--- src/rtl/atri_serial_pkg.sv ---
// Shared definitions for the ATRI daughterboard serial link.
// Used by the receiver and the future transmitter.
package atri_serial_pkg;

  localparam logic [2:0] ST_IDLE      = 3'd0;
  localparam logic [2:0] ST_START     = 3'd1;
  localparam logic [2:0] ST_DATA      = 3'd2;
  localparam logic [2:0] ST_STOP      = 3'd3;
  localparam logic [2:0] ST_WAIT_HIGH = 3'd4;

  typedef enum logic [2:0] {
    S_IDLE      = ST_IDLE,
    S_START     = ST_START,
    S_DATA      = ST_DATA,
    S_STOP      = ST_STOP,
    S_WAIT_HIGH = ST_WAIT_HIGH
  } rx_state_e;

  function automatic int cnt_width(input int clks_per_bit);
    return (clks_per_bit <= 2) ? 1 : $clog2(clks_per_bit);
  endfunction

endpackage

--- src/rtl/atri_sync2.sv ---
// Two-flop synchronizer with a configurable reset value.
// Reused wherever an asynchronous level enters the clk domain.
module atri_sync2 #(
  parameter logic RST_VAL = 1'b1
) (
  input  logic clk,
  input  logic rst_n,
  input  logic d,
  output logic q
);

  logic meta;

  always_ff @(posedge clk or negedge rst_n) begin
    if (!rst_n) begin
      meta <= RST_VAL;
      q    <= RST_VAL;
    end else begin
      meta <= d;
      q    <= meta;
    end
  end

endmodule

--- src/rtl/atri_serial_rx.sv ---
// 8N1 receiver for the daughterboard status link: mid-bit
// sampling FSM feeding a one-entry valid/ready output register.
import atri_serial_pkg::*;

module atri_serial_rx #(
  parameter int CLKS_PER_BIT = 416
) (
  input  logic       clk_i,
  input  logic       rst_n_i,
  input  logic       rx_i,
  output logic [7:0] dat_o,
  output logic       valid_o,
  input  logic       ready_i,
  output logic       frame_err_o,
  output logic       overrun_o,
  input  logic       clr_i,
  output logic       busy_o
);

  localparam int CW = cnt_width(CLKS_PER_BIT);
  localparam logic [CW-1:0] HALF_LD = CW'(CLKS_PER_BIT / 2 - 1);
  localparam logic [CW-1:0] FULL_LD = CW'(CLKS_PER_BIT - 1);

  logic          rxs;
  logic          rxs_q;
  logic          fall;
  rx_state_e     state;
  logic [CW-1:0] cnt;
  logic [2:0]    bit_cnt;
  logic [7:0]    shift;

  atri_sync2 #(
    .RST_VAL (1'b1)
  ) u_sync (
    .clk   (clk_i),
    .rst_n (rst_n_i),
    .d     (rx_i),
    .q     (rxs)
  );

  // Falling edge is registered so the FSM starts timing
  // the start bit on a clean, single-cycle event.
  always_ff @(posedge clk_i or negedge rst_n_i) begin
    if (!rst_n_i) begin
      rxs_q <= 1'b1;
      fall  <= 1'b0;
    end else begin
      rxs_q <= rxs;
      fall  <= rxs_q & ~rxs;
    end
  end

  always_ff @(posedge clk_i or negedge rst_n_i) begin
    if (!rst_n_i) begin
      state       <= S_IDLE;
      cnt         <= '0;
      bit_cnt     <= '0;
      shift       <= '0;
      dat_o       <= '0;
      valid_o     <= 1'b0;
      frame_err_o <= 1'b0;
      overrun_o   <= 1'b0;
      busy_o      <= 1'b0;
    end else begin
      frame_err_o <= 1'b0;
      if (valid_o && ready_i) begin
        valid_o <= 1'b0;
      end
      if (clr_i) begin
        overrun_o <= 1'b0;
      end
      // Later assignments below win: a delivery overrides
      // the pop and an overrun overrides the clear.
      unique case (state)
        S_IDLE: begin
          if (fall) begin
            state   <= S_START;
            cnt     <= HALF_LD;
            bit_cnt <= '0;
            busy_o  <= 1'b1;
          end
        end
        S_START: begin
          if (cnt == '0) begin
            if (!rxs) begin
              state <= S_DATA;
              cnt   <= FULL_LD;
            end else begin
              state  <= S_IDLE;
              busy_o <= 1'b0;
            end
          end else begin
            cnt <= cnt - 1'b1;
          end
        end
        S_DATA: begin
          if (cnt == '0) begin
            shift   <= {rxs, shift[7:1]};
            cnt     <= FULL_LD;
            bit_cnt <= bit_cnt + 1'b1;
            if (bit_cnt == 3'd7) begin
              state <= S_STOP;
            end
          end else begin
            cnt <= cnt - 1'b1;
          end
        end
        S_STOP: begin
          if (cnt == '0) begin
            if (rxs) begin
              state  <= S_IDLE;
              busy_o <= 1'b0;
              if (!valid_o || ready_i) begin
                dat_o   <= shift;
                valid_o <= 1'b1;
              end else begin
                overrun_o <= 1'b1;
              end
            end else begin
              frame_err_o <= 1'b1;
              state       <= S_WAIT_HIGH;
            end
          end else begin
            cnt <= cnt - 1'b1;
          end
        end
        S_WAIT_HIGH: begin
          if (rxs) begin
            state  <= S_IDLE;
            busy_o <= 1'b0;
          end
        end
        default: begin
          state  <= S_IDLE;
          busy_o <= 1'b0;
        end
      endcase
    end
  end

endmodule

--- config.mk ---
export PLATFORM = sky130hd
export DESIGN_NAME = atri_serial_rx
export DESIGN_NICKNAME = d
export VERILOG_FILES = /design/src/rtl/atri_serial_pkg.sv /design/src/rtl/atri_sync2.sv /design/src/rtl/atri_serial_rx.sv
export SDC_FILE = /design/constraint.sdc
export NUM_CORES = 1
export LEC_CHECK = 0
export CAP_MARGIN = 20
export CORE_ASPECT_RATIO = 0.5
export CORE_MARGIN = 2
export CORE_UTILIZATION = 55
export DETAILED_ROUTE_END_ITERATION = 6
export PLACE_DENSITY = 0.78
export SYNTH_ARGS = -nofsm -noshare
export SYNTH_HDL_FRONTEND = slang
export SYNTH_SLANG_ARGS = --single-unit
--- constraint.sdc ---
create_clock -name clk_i -period 5.2 [get_ports clk_i]
set_clock_uncertainty 0.15 [all_clocks]
set_input_delay 1.04 -clock clk_i [delete_from_list [all_inputs] [get_ports clk_i]]
set_output_delay 1.04 -clock clk_i [all_outputs]
set_load 0.03 [all_outputs]
# Yosys cells after proc, flatten, opt, wreduce, memory -nomap -nowiden
# Cells that the tools add are included.
# Widths: inputs -> output; s select.
[totals] output_inout_bits=12 ff_bits=39 inputBits=5 elab_cells=81
[classes] addsub=2 n_mux=35 reduce_logical=14 eq_ne=14 n_bitwise=3
[ops] cell="$mux 9" n=5
[ops] cell="$pmux 9 s4" n=1
[ops] cell="$mux 3" n=9
[ops] cell="$mux 1" n=16
[ops] cell="$pmux 3 s5" n=1
[ops] cell="$ne 2x2->1 const B" n=6
[ops] cell="$logic_not 9->1" n=1
[ops] cell="$sub 9x1->9 const B" n=1
[ops] cell="$reduce_and 4->1" n=2
[ops] cell="$eq 3x2->1 const B" n=2
[ops] cell="$eq 3x3->1 const B" n=2
[ops] cell="$pmux 3 s2" n=1
[ops] cell="$reduce_and 3->1" n=2
[ops] cell="$reduce_and 6->1" n=1
[ops] cell="$ne 2x1->1 const B" n=2
[ops] cell="$pmux 1 s4" n=1
[ops] cell="$reduce_bool 4->1" n=1
[ops] cell="$add 3x1->3 const B" n=1
[ops] cell="$eq 3x1->1 const B" n=1
[ops] cell="$logic_not 3->1" n=1
[ops] cell="$ne 3x3->1 const B" n=1
[ops] cell="$mux 2" n=1
[ops] cell="$not 1->1" n=2
[ops] cell="$reduce_and 2->1" n=1
[ops] cell="6 further kinds" n=6

# Logic depth before layout (Yosys ltp)
[logic_depth] depth_word=6 mapped_depth=6 depth_no_buf=6

# Cells and area by module
# From an unflattened synthesis, not the netlist that was laid out.
[unflattened] cells_unflattened=159 area_unflattened_um2=1883.1
[by_module_without_submodules] module="atri_serial_rx" instances=1 area_per_inst_um2=1830.5 seq_area_each_um2=927.1 cells_per_inst=157
[by_module_without_submodules] module="atri_sync2" instances=1 area_per_inst_um2=52.6 seq_area_each_um2=52.6 cells_per_inst=2

# Worst setup path after synthesis
# No wires, ideal clock.
[synth_timing] path_kind="register -> register" from="register cnt[0]" to="register cnt[2]" setup_slack_ps=3044 period_less_slack_ps=2156 t_arrival_ps=1910 n_path_buf=0 setup_time_ps=96 required_time_ps=4954 path_stages_with_launch=7 path_cell_list="dfrtp_1 -> inv_1 -> ha_1 -> or4b_1 -> nor4b_4 -> nor3_2 -> a311oi_2"
[synth_between] elab_chain_cells=3 word_cells_on_any_way=9 cone_classes="add/sub (1); eq/ne (2); mux (4); reduce/logical (2)"
[synth_rtl] element="start, declared" line_no="atri_serial_rx.sv:28" rtl="logic [CW-1:0] cnt;"
[synth_rtl] element="start signal, assigned" line_no="atri_serial_rx.sv:93" rtl="cnt <= cnt - 1'b1;"
[synth_rtl] element="start signal, assigned" line_no="atri_serial_rx.sv:105" rtl="cnt <= cnt - 1'b1;"
[synth_rtl] element="start signal, assigned" line_no="atri_serial_rx.sv:124" rtl="cnt <= cnt - 1'b1;"
[synth_rtl] element="$sub 9x1->9 / $logic_not 9->1 (equally long branches)"
[synth_rtl] element="$mux 9, or another cell as far along" line_no="atri_serial_rx.sv:109" rtl="if (cnt == '0) begin"
[synth_rtl] element="$pmux 9 s4 / $reduce_and 4->1 (equally long branches)"
# Parallel ways exist; a longest one is shown, timed or not. The select of a mux whose other input is x is not followed.
# A chain may end at the register's enable or synchronous reset.

# Final worst setup path
[layout_timing] from="input port ready_i" to="register dat_o[6]"
[layout_between] elab_chain_cells=2
[layout_rtl] element="start, declared" line_no="atri_serial_rx.sv:13" rtl="input logic ready_i,"
[layout_rtl] element="$logic_or 1x1->1" line_no="atri_serial_rx.sv:113" rtl="if (!valid_o || ready_i) begin"
[layout_rtl] element="$reduce_and 4->1 (no source line)"
[layout_rtl] element="end signal, assigned" line_no="atri_serial_rx.sv:114" rtl="dat_o <= shift;"
[layout_rtl] element="end, declared" line_no="atri_serial_rx.sv:11" rtl="output logic [7:0] dat_o,"
# Every way passes these cells.

==> flow_summary.ini <==
[outcome]
status = completed

[place]
gp_congestion = 0.898
io_buffers = 16
hpwl_mm = 2.37
dp_cells = 210

[hold_path]
hp-start = u_sync.meta$_DFF_PN1_
hold_path_class = reg2reg

[worst_setup_path]
critPathSlowestCell = nor2b_1
critPathLaunchType = input port
critical_path.top_delay_family = simple AND/OR/NAND/NOR gates
cp_data_required_time_ps = 5240
arrival_ps = 2590
r2r-start = cnt[5]$_DFFE_PN0P_
end_kind = flip-flop
max_stage_delay_ps = 570
setup.worst_path.start = ready_i
crit_type = in2reg
path_cells = clkdlybuf4s50_1, nand2b_1, nor2b_1, mux2_2
critPathBufInv = 1
worstPathMaxFanout = 8

[grt]
busiest_layer = met2
first_global_vias = 1229
use_met1 = 0.294
track_usage = 0.208
grt_max_degree = 40
grt_pass1_wl_mm = 5.97
use_met3 = 0.0878
grtUsageMet2 = 0.307
grt_overflow_total = 0
antenna_found_initial = 0

[sta]
fin_crit_sh = 0.491
finalSetupViolCount = 0
rsz0062_at_grt = false
fin_setup_tns_ps = 0
min_period_ps = 2550
final-max-slew-violation-count = 0
finalHoldViolCount = 0
tightest_slew_ps = 845
slew_headroom = 0.437
max_freq_mhz = 392

[power_and_ir_drop]
total_power_mw = 0.870
powerDensity_nw_per_um2 = 405
max-vdd-ir-drop_mv = 0.212
leakage_nw = 0.975

[yosys]
avgSynthCellArea_sq_um = 11.6
synth_async_sr_flop_share = 1.00
syn_nets = 169
ys_types = 47
synthCells = 160
synth_seq_area_share = 0.529
synth_edf_count = 0
ys_warn_count = 0
ys_ff_latch = 39
synthFlopType = dfrtp_1
syn-cell-area_sq_um = 1850

[job]
drv_cap = 0

[cells_and_area]
final_cells = 218
final_common_cell = dfrtp_1
drive_above_1_share = 0.202
layout_common_cells = 36 x dfrtp_1, 16 x mux2_2, 15 x clkdlybuf4s50_1
insertedDiodeCount = 0
fin_nets = 186
area_delta_synth_final_pct = 15.9

[routing]
via_per_inst = 6.04
dr.pass1.iters = 4
drt_iter0_drc = 103
wl_per_cell_um = 16.1
num_vias = 1316
wl_mm = 3.50
drc = 0
ant_nets = 0

[cts]
cts.htree.levels = 2
cts-hold-fix-buffers = 0
cts_root_buf = clkbuf_8
clk_path_buf_depth = 2
clkTransAtPathRegs_ps = 80
cts.sink_count = 39
cts_setup_buffers = 0
cts_tree = yes
ctsResizeCount = 0
cts_made_buffers = 5
clk_latency_ps = 300

[floorplanning]
dieArea_sq_um = 3880
rows = 14
start_util = 0.598
io_pins = 17
die_h_um = 45.0
core_sq_um = 3100
die_w_um = 86.1
## area by class of cell
class | instances | area (sq um)
Fill cell | 242 | 953
Clock buffer | 6 | 82.6
Sequential cell | 39 | 980
Timing Repair Buffer | 16 | 155
Inverter | 7 | 26.3
Clock inverter | 2 | 38.8
Multi-Input combinational cell | 108 | 815
Tap cell | 40 | 50.0
## where the power goes
group	switching, mW	total (mW)	internal, mW
clock network	0.115	0.273	0.158
registers	0.0703	0.415	0.345
logic	0.102	0.183	0.0802
total	0.287	0.870	0.583
## kinds of logic (layout without fill, tap and decap cells)
family / Yosys count / after routing / synth area share
buffers and inverters: 13 / 31 / 0.0317
AO/OA/AOI/OAI: 30 / 30 / 0.123
flip-flops: 39 / 39 / 0.529
multiplexers: 17 / 17 / 0.103
AND/OR/NAND/NOR: 57 / 57 / 0.187
adder cells (fa/ha/maj): 4 / 4 / 0.0270
## worst reg2reg max path: stages, from the launching register on
cell	delay, ps
dfrtp_1	470
nor4_2	530
nand4_1	240
nor2b_1	590
mux2_2	400
## registers in the layout, indices dropped and copies added, names as in the netlist
name         count
busy_o           1
u_sync.meta      1
overrun_o        1
frame_err_o      1
shift            8
u_sync.q         1
dat_o            8
rxs_q            1
bit_cnt          3
fall             1
state            3
cnt              9
valid_o          1
## per-layer routing
layer / up-vias / share of wire
li1: 636 / -
met1: 645 / 0.51
met2: 35 / 0.43
met3: 0 / 0.056
met4: 0 / 0
met5: - / 0
## synth_stat cells (all sizes together) (2+ instances only)
library cell  count  share of area
a311oi            2          0.013
a211oi            3          0.012
a21oi             8          0.022
ha                4          0.027
clkbuf            3         0.0061
nand4             4          0.014
nand3b            2         0.0081
o22a              3          0.014
nand2             8          0.016
a31oi             2         0.0068
inv               7          0.014
buf               3          0.011
nor4              4          0.017
dfstp             3          0.043
nor2             11          0.022
nor3              5          0.019
dfrtp            36           0.49
o2bb2ai           2         0.0095
nor2b             3          0.010
nor4b             2          0.018
nand3             9          0.024
mux2             16          0.097
## per-stage QoR
step                setup slack (ps)  instance area (sq um)   util  hold WS [ps]
detailed placement              2310                   2030  0.653           197
finish                          2650                   2150  0.692           207
floorplan                       3040                   1850      -           195
CTS                             2640                   2150  0.692           209
global route                    2510                   2150  0.692           215
global placement                2340                   2030  0.653           195
## worst paths after layout
path / to / slack (ps) / depth (start not counted)
setup reg to reg: dat_o[6]$_DFFE_PN0P_ / 2700 / 4
max in group asynchronous: state[0]$_DFFE_PN0P_ / 3670 / 1
setup / recovery: dat_o[6]$_DFFE_PN0P_ / 2650 / 4
hold reg to reg: u_sync.q$_DFF_PN1_ / 210 / 0
hold / removal: u_sync.q$_DFF_PN1_ / 210 / 0
min in group asynchronous: cnt[4]$_DFFE_PN0P_ / 680 / 1
Power figures use the tool's default switching activity.
